===== config.mk =====
export PLATFORM = sky130hd
export DESIGN_NAME = branch_unit
export DESIGN_NICKNAME = d
export VERILOG_FILES = /design/src/rtl/branch_unit.sv
export SDC_FILE = /design/constraint.sdc
export NUM_CORES = 1
export LEC_CHECK = 0
export CORE_UTILIZATION = 50
export DETAILED_ROUTE_END_ITERATION = 7
export PLACE_DENSITY_LB_ADDON = 0.2
export SYNTH_ARGS = -nofsm -noshare
export SYNTH_HDL_FRONTEND = slang
export SYNTH_SLANG_ARGS = --single-unit

===== constraint.sdc =====
create_clock -name clk -period 3.85 [get_ports clk]
set_input_delay 0.5775 -clock clk [delete_from_list [all_inputs] [get_ports clk]]
set_output_delay 0.5775 -clock clk [all_outputs]
set_load 0.01 [all_outputs]

===== src/rtl/branch_unit.sv =====
// -----------------------------------------------------------------------------
// branch_unit
// Branch-decision unit sitting between the ALU/decoder and the PC mux.
// Holds the architectural Z/N/C/V flag register, evaluates a 16-entry
// condition set (with same-cycle bypass of fresh ALU flags) and implements
// CALL/RET through an internal return-address stack.
//
// Ports:
//   clk, rst_n         rising-edge clock, asynchronous active-low reset
//   branch_valid       current instruction is a branch/call/ret
//   jump_cond[3:0]     condition / operation code
//   flags_write        current instruction updates the flags this cycle
//   alu_result         ALU result (N flag is the MSB)
//   alu_carry          ALU carry-out
//   alu_overflow       ALU signed overflow
//   target             decoded branch/call target
//   pc_plus1           return address pushed by CALL
//   jump_enable        branch taken (combinational)
//   jump_target        PC to load when taken (combinational)
//   flag_z/n/c/v       stored flag register
//   stack_full         every stack entry in use
//   stack_empty        no stack entry in use
//   stack_err          sticky overflow/underflow indicator
// -----------------------------------------------------------------------------
module branch_unit #(
    parameter int DATA_W      = 8,
    parameter int PC_W        = 8,
    parameter int STACK_DEPTH = 4
) (
    input  logic              clk,
    input  logic              rst_n,
    input  logic              branch_valid,
    input  logic [3:0]        jump_cond,
    input  logic              flags_write,
    input  logic [DATA_W-1:0] alu_result,
    input  logic              alu_carry,
    input  logic              alu_overflow,
    input  logic [PC_W-1:0]   target,
    input  logic [PC_W-1:0]   pc_plus1,
    output logic              jump_enable,
    output logic [PC_W-1:0]   jump_target,
    output logic              flag_z,
    output logic              flag_n,
    output logic              flag_c,
    output logic              flag_v,
    output logic              stack_full,
    output logic              stack_empty,
    output logic              stack_err
);

    localparam int IDX_W = $clog2(STACK_DEPTH);
    // One extra bit so that "full" (ptr == STACK_DEPTH) is distinguishable from empty.
    localparam int PTR_W = IDX_W + 1;
    localparam logic [PTR_W-1:0] PTR_FULL  = PTR_W'(STACK_DEPTH);
    localparam logic [PTR_W-1:0] PTR_EMPTY = {PTR_W{1'b0}};

    localparam logic [3:0] OP_JMP  = 4'h0;
    localparam logic [3:0] OP_JEQ  = 4'h1;
    localparam logic [3:0] OP_JNE  = 4'h2;
    localparam logic [3:0] OP_JGT  = 4'h3;
    localparam logic [3:0] OP_JGE  = 4'h4;
    localparam logic [3:0] OP_JLT  = 4'h5;
    localparam logic [3:0] OP_JLE  = 4'h6;
    localparam logic [3:0] OP_JCS  = 4'h7;
    localparam logic [3:0] OP_JCC  = 4'h8;
    localparam logic [3:0] OP_JVS  = 4'h9;
    localparam logic [3:0] OP_JVC  = 4'hA;
    localparam logic [3:0] OP_JGES = 4'hB;
    localparam logic [3:0] OP_JLTS = 4'hC;
    localparam logic [3:0] OP_CALL = 4'hD;
    localparam logic [3:0] OP_RET  = 4'hE;

    // Condition table; the reserved code falls into the default and is never taken.
    function automatic logic cond_eval(
        input logic [3:0] code,
        input logic       z,
        input logic       n,
        input logic       c,
        input logic       v,
        input logic       empty
    );
        logic res;
        case (code)
            OP_JMP:  res = 1'b1;
            OP_JEQ:  res = z;
            OP_JNE:  res = ~z;
            OP_JGT:  res = ~n & ~z;
            OP_JGE:  res = ~n;
            OP_JLT:  res = n;
            OP_JLE:  res = n | z;
            OP_JCS:  res = c;
            OP_JCC:  res = ~c;
            OP_JVS:  res = v;
            OP_JVC:  res = ~v;
            OP_JGES: res = (n == v);
            OP_JLTS: res = (n != v);
            OP_CALL: res = 1'b1;
            OP_RET:  res = ~empty;
            default: res = 1'b0;
        endcase
        return res;
    endfunction

    logic             flag_z_q, flag_n_q, flag_c_q, flag_v_q;
    logic             flag_z_d, flag_n_d, flag_c_d, flag_v_d;
    logic [PTR_W-1:0] ptr_q, ptr_d;
    logic             err_q, err_d;
    logic [PC_W-1:0]  stack_q [STACK_DEPTH];

    logic             eff_z_s, eff_n_s, eff_c_s, eff_v_s;
    logic             full_s, empty_s;
    logic             is_call_s, is_ret_s;
    logic             push_s, pop_s;
    logic [IDX_W-1:0] top_idx_s;

    assign full_s    = (ptr_q == PTR_FULL);
    assign empty_s   = (ptr_q == PTR_EMPTY);
    assign is_call_s = branch_valid & (jump_cond == OP_CALL);
    assign is_ret_s  = branch_valid & (jump_cond == OP_RET);
    assign push_s    = is_call_s & ~full_s;
    assign pop_s     = is_ret_s & ~empty_s;
    // Index of the most recent push; meaningless while empty, but RET is not taken then.
    assign top_idx_s = ptr_q[IDX_W-1:0] - IDX_W'(1'b1);

    // Effective flags: fresh ALU flags bypass the register when flags_write is set.
    always_comb begin
        if (flags_write) begin
            eff_z_s = (alu_result == {DATA_W{1'b0}});
            eff_n_s = alu_result[DATA_W-1];
            eff_c_s = alu_carry;
            eff_v_s = alu_overflow;
        end else begin
            eff_z_s = flag_z_q;
            eff_n_s = flag_n_q;
            eff_c_s = flag_c_q;
            eff_v_s = flag_v_q;
        end
    end

    // Branch decision and target; forced not-taken while reset is asserted.
    always_comb begin
        jump_enable = 1'b0;
        jump_target = target;
        if (rst_n && branch_valid) begin
            jump_enable = cond_eval(jump_cond, eff_z_s, eff_n_s, eff_c_s, eff_v_s, empty_s);
        end else begin
            jump_enable = 1'b0;
        end
        if (is_ret_s) begin
            jump_target = stack_q[top_idx_s];
        end else begin
            jump_target = target;
        end
    end

    // Next-state for flags, stack pointer and the sticky error bit.
    always_comb begin
        flag_z_d = eff_z_s;
        flag_n_d = eff_n_s;
        flag_c_d = eff_c_s;
        flag_v_d = eff_v_s;
        ptr_d    = ptr_q;
        err_d    = err_q | (is_call_s & full_s) | (is_ret_s & empty_s);
        if (push_s) begin
            ptr_d = ptr_q + PTR_W'(1'b1);
        end else if (pop_s) begin
            ptr_d = ptr_q - PTR_W'(1'b1);
        end else begin
            ptr_d = ptr_q;
        end
    end

    // Architectural state registers.
    always_ff @(posedge clk or negedge rst_n) begin
        if (!rst_n) begin
            flag_z_q <= 1'b0;
            flag_n_q <= 1'b0;
            flag_c_q <= 1'b0;
            flag_v_q <= 1'b0;
            ptr_q    <= PTR_EMPTY;
            err_q    <= 1'b0;
        end else begin
            flag_z_q <= flag_z_d;
            flag_n_q <= flag_n_d;
            flag_c_q <= flag_c_d;
            flag_v_q <= flag_v_d;
            ptr_q    <= ptr_d;
            err_q    <= err_d;
        end
    end

    // Return-address storage; cleared on reset so no undefined value can reach the PC.
    always_ff @(posedge clk or negedge rst_n) begin
        if (!rst_n) begin
            for (int i = 0; i < STACK_DEPTH; i++) begin
                stack_q[i] <= {PC_W{1'b0}};
            end
        end else if (push_s) begin
            stack_q[ptr_q[IDX_W-1:0]] <= pc_plus1;
        end else begin
            stack_q <= stack_q;
        end
    end

    assign flag_z      = flag_z_q;
    assign flag_n      = flag_n_q;
    assign flag_c      = flag_c_q;
    assign flag_v      = flag_v_q;
    assign stack_full  = full_s;
    assign stack_empty = empty_s;
    assign stack_err   = err_q;

endmodule


==> metrics.md <==
| Metric | Value |
|---|---|
| Status | complete, no violations |
| Leading area contributor after synthesis | dfrtp_1 |
| Pin count of the biggest net entering global routing | 41 |
| Layout cells sized above 1 | 25.7% |
| Placer Congestion | 0.875 |
| Antenna violations before repair | 0 |
| Bufs and invs on worst path | 2 |
| CTS Hold Bufs | 0 |
| Sw frac | 29.8% |
| CP Class | primary input to output port |
| Wl on met1 | 2050 um |
| Gr usage total | 24.6% |
| Most common cell in the netlist | dfrtp_1 |
| Fin crit period | 3.71 ns |
| Clk slew on worst S/H paths | 0.07 ns |
| Hold Vio Cnt, Final | 0 |
| RSZ-0062 raised after global routing | no |
| Netlist cell types | 42 |
| Worst-Margin Slew | 0.877 ns |
| Worst vdd ir | 0.326 mV |
| Rows | 23 |
| GRT Residual Overflow | 0 |
| CP Cell Sequence | clkdlybuf4s50_1 -> or4_4 -> o311ai_1 -> a221oi_1 -> a2111oi_2 -> o31a_1 -> clkdlybuf4s50_1 |
| Synth top cells by count | dfrtp_1 (40), mux2_2 (32), mux2_1 (10), nand2_1 (10) |
| Mapped Nets | 211 |
| CTS buffer count | 5 |
| Drc violations | 0 |
| Average vias per placed instance | 5.84 |
| Cells after synthesis | 172 |
| TritonCTS clock tree | done |
| Crit end category | output port |
| Sequential-to-total area share from yosys stat | 45.2% |
| Most used DFF post-synth | dfrtp_1 |
| Chip Height | 68.6 um |
| Synth top area share | 45.2% |
| Worst Path Required | 3.27 ns |
| Int Pwr | 0.00113 W |
| Core area | 0.00412 mm2 |
| First-pass GRT wire length | 8110 um |
| DR vias | 1611 |
| CTS Buffer Depth | 2 |
| Post-Route Utilization | 70.3% |
| HPWL Detailed | 3730 um |
| WL final | 5090 um |
| Syn_area_per_cell | 12.9 um2 |
| Post-synth EDFFs | 0 |
| Sw power | 0.000478 W |
| FF+latch count, synth | 40 |
| Ys async rst share | 100% |
| Area Overhead vs Synth | 30.5% |
| Root buffer cell | clkbuf_8 |
| Maximum clock rate | 270 MHz |
| DR iter-0 viols | 105 |
| Crit path max-delay cell type | or4_4 |
| Min Hold Slack | 0.408 ns |
| Top routing layer in use | met4 |
| Startpoint Class | primary input |
| YS warnings | 0 |
| Io pins | 50 |
| DRT Pass-1 Iters | 4 |
| Critical Path Max Stage Delay | 0.57 ns |
| Setup bufs post-CTS | 0 |
| Met2 WL | 2650 um |
| Relative slew slack | 41.3% |
| Post-DR wirelength/cell | 18.4 um |
| # setup viols final | 0 |
| Combinational power share | 36.0% |
| Final Max Tran Viols | 0 |
| Max Fanout on Critical Path | 3 |
| Reg power frac | 40.7% |
| Vias in the first global route | 1716 |
| Clock skew | 0.00574 ns |
| Pwr/cell area | 554 mW/mm2 |
| WP data arrival | 3.13 ns |
| Post_cts resized | 0 |
| Initial core utilization | 53.8% |
| Antenna Diode Count | 0 |
| Port Buffers | 49 |
| Min-Delay Path Class | primary input to asynchronous set/reset pin |
| Post-route ant nets | 0 |
| Clock power share | 23.2% |
| # fillers | 297 |
| Htree depth | 2 |
| Largest delay share family, worst path | compound AO/OA/AOI/OAI gates |
| Die Area | 0.00470 mm2 |
| Synth Cell Area | 0.00222 mm2 |
| Largest cells by area after synthesis | dfrtp_1 (45%), mux2_2 (16%), mux4_2 (8.1%) |
| NumNets Final | 264 |
| DR WL met3 | 294 um |
| Setup TNS | 0 ns |
| Clock Latency Late Sink | 0.29 ns |
| Ratio of final minimum period to clock period | 96.3% |
| Die Wd | 68.6 um |
| Leak pwr | 1.29 nW |
| R2R Setup Slk | 1.36 ns |
| Max Cap Viol | 0 |
| CTS Sinks | 40 |
| Worst path most repeated cell | clkdlybuf4s50_1 |
[cell type report]
cell class                      count  area [um2]  share of cell area, %
Tap cell                           50        62.6                   2.16
Clock buffer                        7        96.3                   3.33
Inverter                            9        47.5                   1.64
Sequential cell                    40        1000                   34.6
Multi-Input combinational cell    116        1140                   39.4
Timing Repair Buffer               53         515                   17.8
Clock inverter                      1        30.0                   1.04
[cells in the final DEF (no fill, tap or decap), types with 5 or more instances in the layout]
cell type and instances:
clkdlybuf4s50_1 48, dfrtp_1 40, mux2_2 32, nand2_1 10, mux2_1 10, inv_1 8
mux4_2 8, clkbuf_8 7, nor2_1 5, a21oi_1 5
[power by group through the flow]
stage	logic (W)	registers (W)	clock network (W)
6_report	0.000578	0.000653	0.000372
5_1_grt	0.000628	0.000669	0.000403
4_1_cts	0.000581	0.000652	0.000383
3_5_place_dp	0.000578	0.000660	0
3_3_place_gp	0.000545	0.000642	0
2_1_floorplan	0.000390	0.000635	0
[metal layers]
layer,vias to the layer above,global-route usage [%]
met5,-,0
met4,0,8.85
met2,60,43.3
li1,745,-
met3,10,5.92
met1,796,29.2
[state kept, by name, summed over array words and instances (netlist names)]
| register | count |
|---|---|
| flag_z | 1 |
| stack_err | 1 |
| stack_q | 32 |
| flag_v | 1 |
| ptr_q | 3 |
| flag_n | 1 |
| flag_c | 1 |
[per-stage QoR]
step                      cell area, um2  power (W)  setup slack, ns  instances
after CTS                           2890    0.00162            0.145        276
after detailed placement            2770    0.00124            0.162        268
after global routing                2890    0.00170           0.0441        276
after floorplan                     2220    0.00102             1.06        172
final                               2890    0.00160            0.142        276
after global placement              2770    0.00119            0.250        268
[worst register-to-register path, cell delays in order, from the launching register on]
cell	delay, ns
dfrtp_1	0.46
inv_1	0.13
ha_1	0.29
and2_1	0.21
nor2_1	0.29
inv_1	0.10
fa_1	0.49
nand2_1	0.10
a21boi_0	0.09
a211o_1	0.24
[cells by family after synthesis]
group | synth area share, %
mux | 30.8
flops | 45.2
simple gates | 7.96
compound gates | 8.24
buf+inv | 3.44
fa+ha+maj | 3.16
xor+xnor | 1.19
[worst paths after layout]
check,end,cells after the start,startpoint
setup / recovery,jump_enable,7,alu_result[7]
hold / removal,stack_q[23],2,rst_n
setup reg to reg,ptr_q[1],9,ptr_q[1]
hold reg to reg,stack_err,1,stack_err
max in group asynchronous,stack_q[1],2,rst_n
min in group clk,stack_err,1,stack_err
Power figures use the tool's default switching activity.
